## src/rtl/vga_capture.sv

```systemverilog
// Video-input capture: tracks line/frame position from vsync/DE, selects an
// IMG_W x IMG_H window at (IMG_X, IMG_Y) in the active area and writes it,
// one pixel per word, into a frame-buffer RAM. Single-shot or continuous.

module vga_capture #(
    parameter int unsigned IMG_W = 200,
    parameter int unsigned IMG_H = 164,
    parameter int unsigned IMG_X = 0,
    parameter int unsigned IMG_Y = 0
) (
    input  logic        clk,
    input  logic        rest,
    input  logic        vin_hsync,
    input  logic        vin_vsync,
    input  logic        vin_de,
    input  logic [15:0] vin_data,
    input  logic        cap_start,
    input  logic        cap_cont,
    input  logic        cap_stop,
    output logic        wr_en,
    output logic [15:0] wr_addr,
    output logic [15:0] wr_data,
    output logic        frame_done,
    output logic        frame_short,
    output logic        cap_busy,
    output logic [15:0] pix_cnt
);

    typedef enum logic [1:0] {StIdle, StArm, StCap, StDone} state_e;

    state_e      state_q;
    logic        cont_q;

    logic        s1_vsync, s1_de, s2_vsync, s2_de;
    logic [15:0] s1_data;
    logic        vs_rise, de_fall;

    logic [10:0] col_q, row_q;
    logic [31:0] col_ext, row_ext;
    logic        in_win, last_row;
    logic [15:0] win_addr;

    // Line tracking is DE-based; hsync is carried only for interface completeness.
    logic unused_hsync;
    assign unused_hsync = vin_hsync;

    // Two-stage input pipeline; s2 exists only for edge detection.
    always_ff @(posedge clk) begin
        if (rest) begin
            s1_vsync <= 1'b0;
            s1_de    <= 1'b0;
            s1_data  <= 16'd0;
            s2_vsync <= 1'b0;
            s2_de    <= 1'b0;
        end else begin
            s1_vsync <= vin_vsync;
            s1_de    <= vin_de;
            s1_data  <= vin_data;
            s2_vsync <= s1_vsync;
            s2_de    <= s1_de;
        end
    end

    assign vs_rise = s1_vsync & ~s2_vsync;
    assign de_fall = ~s1_de & s2_de;

    // Saturating column/row position counters; clear has priority over increment.
    always_ff @(posedge clk) begin
        if (rest) begin
            col_q <= 11'd0;
            row_q <= 11'd0;
        end else begin
            if (de_fall) begin
                col_q <= 11'd0;
            end else if (s1_de && col_q != 11'h7FF) begin
                col_q <= col_q + 11'd1;
            end
            if (vs_rise) begin
                row_q <= 11'd0;
            end else if (de_fall && row_q != 11'h7FF) begin
                row_q <= row_q + 11'd1;
            end
        end
    end

    // Window decode and frame-buffer address for the pixel currently in s1.
    always_comb begin
        col_ext  = {21'd0, col_q};
        row_ext  = {21'd0, row_q};
        // "+1 >" form keeps the lower-bound test meaningful when the offset is zero.
        in_win   = s1_de
                   && (col_ext + 32'd1 > IMG_X) && (col_ext < IMG_X + IMG_W)
                   && (row_ext + 32'd1 > IMG_Y) && (row_ext < IMG_Y + IMG_H);
        last_row = (row_ext == IMG_Y + IMG_H - 32'd1);
        win_addr = 16'((row_ext - IMG_Y) * IMG_W + (col_ext - IMG_X));
    end

    // Capture FSM with registered write port and status outputs.
    always_ff @(posedge clk) begin
        if (rest) begin
            state_q     <= StIdle;
            cont_q      <= 1'b0;
            wr_en       <= 1'b0;
            wr_addr     <= 16'd0;
            wr_data     <= 16'd0;
            frame_done  <= 1'b0;
            frame_short <= 1'b0;
            cap_busy    <= 1'b0;
            pix_cnt     <= 16'd0;
        end else begin
            wr_en      <= 1'b0;
            frame_done <= 1'b0;
            unique case (state_q)
                StIdle: begin
                    if (cap_start) begin
                        cont_q   <= cap_cont;
                        cap_busy <= 1'b1;
                        state_q  <= StArm;
                    end
                end
                StArm: begin
                    if (vs_rise) begin
                        pix_cnt <= 16'd0;
                        state_q <= StCap;
                    end
                end
                StCap: begin
                    if (in_win) begin
                        wr_en   <= 1'b1;
                        wr_addr <= win_addr;
                        wr_data <= s1_data;
                        pix_cnt <= pix_cnt + 16'd1;
                    end
                    // A vsync before the last window line ends the frame short; that
                    // vs_rise is consumed here so continuous mode skips the next frame.
                    if (vs_rise) begin
                        frame_done  <= 1'b1;
                        frame_short <= 1'b1;
                        state_q     <= StDone;
                    end else if (de_fall && last_row) begin
                        frame_done  <= 1'b1;
                        frame_short <= 1'b0;
                        state_q     <= StDone;
                    end
                end
                StDone: begin
                    if (cont_q && !cap_stop) begin
                        state_q <= StArm;
                    end else begin
                        cap_busy <= 1'b0;
                        state_q  <= StIdle;
                    end
                end
                default: begin
                    cap_busy <= 1'b0;
                    state_q  <= StIdle;
                end
            endcase
        end
    end

endmodule

```

## config.mk

```make
export PLATFORM = sky130hd
export DESIGN_NAME = vga_capture
export DESIGN_NICKNAME = d
export VERILOG_FILES = /design/src/rtl/vga_capture.sv
export SDC_FILE = /design/constraint.sdc
export NUM_CORES = 1
export LEC_CHECK = 0
export ABC_AREA = 1
export ABC_CLOCK_PERIOD_IN_PS = 4900
export CAP_MARGIN = 15
export CORE_ASPECT_RATIO = 1.75
export CORE_MARGIN = 5
export CORE_UTILIZATION = 56
export CTS_BUF_LIST = sky130_fd_sc_hd__clkbuf_4 sky130_fd_sc_hd__clkbuf_8 sky130_fd_sc_hd__clkbuf_16
export DETAILED_ROUTE_END_ITERATION = 10
export GPL_TIMING_DRIVEN = 0
export PLACE_DENSITY = 0.91
export SKIP_LAST_GASP = 1
export SYNTH_ARGS = -nofsm -noshare
export SYNTH_HDL_FRONTEND = slang
export SYNTH_SLANG_ARGS = --single-unit
```

## constraint.sdc

```tcl
create_clock -name clk -period 4.9 [get_ports clk]
set_input_delay 1.225 -clock clk [delete_from_list [all_inputs] [get_ports clk]]
set_output_delay 1.225 -clock clk [all_outputs]
set_load 0.05 [all_outputs]
```

==> results.md <==
- Hold Vio Cnt, Final: 0
- Reg2Reg Setup Slack: 1.10 ns
- Clock Tree Buf Depth: 2
- Initial drt markers: 335
- Status: finished, final reports clean
- Met2 Usage GRT: 0.457
- Fmax: 0.263 GHz
- Netlist cell types: 38
- Critical path arrival: 4.08 ns
- CTS hold repair buffers: 0
- Std-Cell Rows: 48
- Setup Skew: 0.00668 ns
- CTS Buf Count: 9
- Final worst setup slack: 1.10 ns
- WL/cell: 14.6 µm
- Ports: 76
- Max Slew Vio Count: 0
- Clock latency on the worst-skew pair: 0.35 ns
- First-pass GRT wire length: 24,300 µm
- Worst-margin pin slew: 0.645 ns
- Initial DRT Pass Iterations: 5
- Met1 Usage GRT: 0.247
- Yosys synthesis warning count: 0
- Post-synth EDFFs: 0
- Max VDD drop: 0.000279 V
- Sequential share of the synthesized area: 0.343
- Synth area leader: dfxtp_1
- DR DRC count: 0
- Worst-path maximum fanout: 6
- RSZ-0062 raised after global routing: false
- Initial Util: 0.571
- Post-Route WL: 14,800 µm
- Area grow syn2layout: 20.9%
- Most Used Layer, Global Route: met2
- Data required time at the worst endpoint: 5.18 ns
- Initial antenna violation count: 0
- Setup violators final: 0
- Max-slew headroom: 0.570
- Max-cap viol count: 0
- Largest net degree at the start of global routing: 19
- Clock slew at reported path FFs: 0.07 ns
- Core box area: 9910 µm²
- Total Neg Setup Slack: 0 ns
- Layout cells sized above 1: 0.0576
- IO buf count: 73
- Root buf cell: clkbuf_16
- Total GRT Usage: 0.244
- Avg Cell Area, Syn: 7.10 µm²
- Predominant post-synthesis flop cell: dfxtp_1
- Worst Setup End Kind: flop
- GR Layer Usage met3: 0.0398
- Post-Synthesis Cells: 797
- Min cycle time layout: 3.80 ns
- Total gr overflow: 0
- Setup Buffers After CTS: 0
- Cell with the most instances after synthesis: nand2_1
- Ant. Diodes: 0
- CP startpoint kind: flop
- Synthesized flop and latch total: 97
- Fin nets: 961
- Pwr dens: 387 nW/µm²
- Antenna Violating Nets Remaining: 0
- Leak: 3.25 nW
- TritonCTS clock tree: done
- Number of gates resized after CTS: 0
- Die Footprint: 12,300 µm²
- Kind of critical path: reg -> reg
- Number of global-route vias before repair: 5,391
- Clock Sinks: 97
- Cell area after synthesis: 5660 µm²
- Detailed-route via count: 5,619
- Hold Path Class: reg -> reg
- Die height: 143 µm
- FFs w/ async S/R, synth: 0
- Synth area leaders: dfxtp_1 34%, ha_1 11%, nand2_1 9.3%
- Dpl ws: 1.10 ns
- CTS HTree Levels: 3
- Final Cycle Share: 0.775
- Post-DP HPWL: 11,100 µm
- Synth top area share: 0.343
- Die Wd: 86.0 µm
- Net Count, Synth: 877
- Vias per cell: 5.56
- Synth top cells by count: 140 x nand2_1, 120 x nor2_1, 117 x inv_1, 97 x dfxtp_1, 59 x o21ai_0
- GP Congestion: 0.935
power by group:
part	switching, mW	internal [mW]
logic	0.643	0.322
clock network	0.332	0.369
registers	0.0957	0.886
kinds of logic (layout without fill, tap and decap cells):
family / count (synthesis) / in the layout / share of synthesized area
and+or+nand+nor: 351 / 351 / 0.274
buffers and inverters: 141 / 230 / 0.0975
AOI/OAI and AO/OA: 135 / 135 / 0.126
DFF: 97 / 97 / 0.343
adders and majority gates: 56 / 56 / 0.133
xor gates and xnor gates: 17 / 17 / 0.0263
worst paths after layout:
kind / start / endpoint / depth (start not counted)
max reg2reg: row_q[3]$_SDFFE_PP0P_ / wr_addr[13]$_SDFFE_PP0P_ / 17
max: row_q[3]$_SDFFE_PP0P_ / wr_addr[13]$_SDFFE_PP0P_ / 17
min reg2reg: s1_data[4]$_SDFF_PP0_ / wr_data[4]$_SDFFE_PP0P_ / 2
min: s1_data[4]$_SDFF_PP0_ / wr_data[4]$_SDFFE_PP0P_ / 2
final cells by class:
class | count | area [µm²]
buffer | 22 | 105
clock buffer | 10 | 239
clock inverter | 6 | 55.1
fill | 765 | 3070
inverter | 119 | 447
multi-input combinational | 559 | 3160
sequential | 97 | 1940
tap | 125 | 156
timing repair buffer | 73 | 731
layer usage:
metal / wire, µm / part of all wire / vias up
met5: 0 / 0 / -
met4: 673 / 0.046 / 0
met3: 867 / 0.059 / 54
met2: 7880 / 0.53 / 250
met1: 5340 / 0.36 / 2586
li1: - / - / 2729
state kept, by name (all words and copies together) (netlist names):
register,cells
pix_cnt,16
s1_data,16
wr_addr,16
wr_data,16
col_q,11
row_q,11
state_q,2
cap_busy,1
cont_q,1
frame_done,1
frame_short,1
s1_de,1
s1_vsync,1
s2_de,1
s2_vsync,1
wr_en,1
cells in the final DEF (no fill, tap or decap), types with 2 or more instances in the layout:
master,instances
nand2_1,140
nor2_1,120
inv_1,117
dfxtp_1,97
clkdlybuf4s50_1,73
o21ai_0,59
a21oi_1,53
ha_1,49
nand3_1,38
nand4_1,15
xor2_1,13
clkbuf_1,12
nand3_2,10
clkbuf_16,9
nor3_1,7
fa_1,7
or2_2,6
o21ai_1,6
buf_2,6
a31oi_1,5
xnor2_1,4
nand3b_1,4
a211oi_1,3
nor2_2,3
o21bai_1,3
nand2_2,2
inv_2,2
and2_1,2
nor4_1,2
buf_4,2
inv_6,2
inv_8,2
clkinvlp_4,2
metrics by stage:
stage          utilization  hold slack, ns  power [mW]  cells  instance area, µm²
6_report             0.690           0.460        2.65   1011                6840
3_5_place_dp         0.660           0.445        1.95    995                6550
2_1_floorplan            -           0.431        1.66    797                5660
5_1_grt              0.690           0.475        2.78   1011                6840
4_1_cts              0.690           0.461        2.64   1011                6840
3_3_place_gp         0.660           0.432        1.92    995                6550
worst max-delay path: stages, from the launching register on:
cell	delay, ns
dfxtp_1	0.45
inv_1	0.12
ha_1	0.30
ha_1	0.31
fa_1	0.46
ha_1	0.38
a21oi_1	0.16
nand2_1	0.11
xor2_1	0.16
ha_1	0.35
nand2_1	0.08
o21ai_0	0.17
a21oi_1	0.09
nor2_1	0.24
nand2_1	0.09
nand2_1	0.06
nand3_1	0.07
a21oi_1	0.13
No activity file was read; power rests on OpenSTA's default activity.
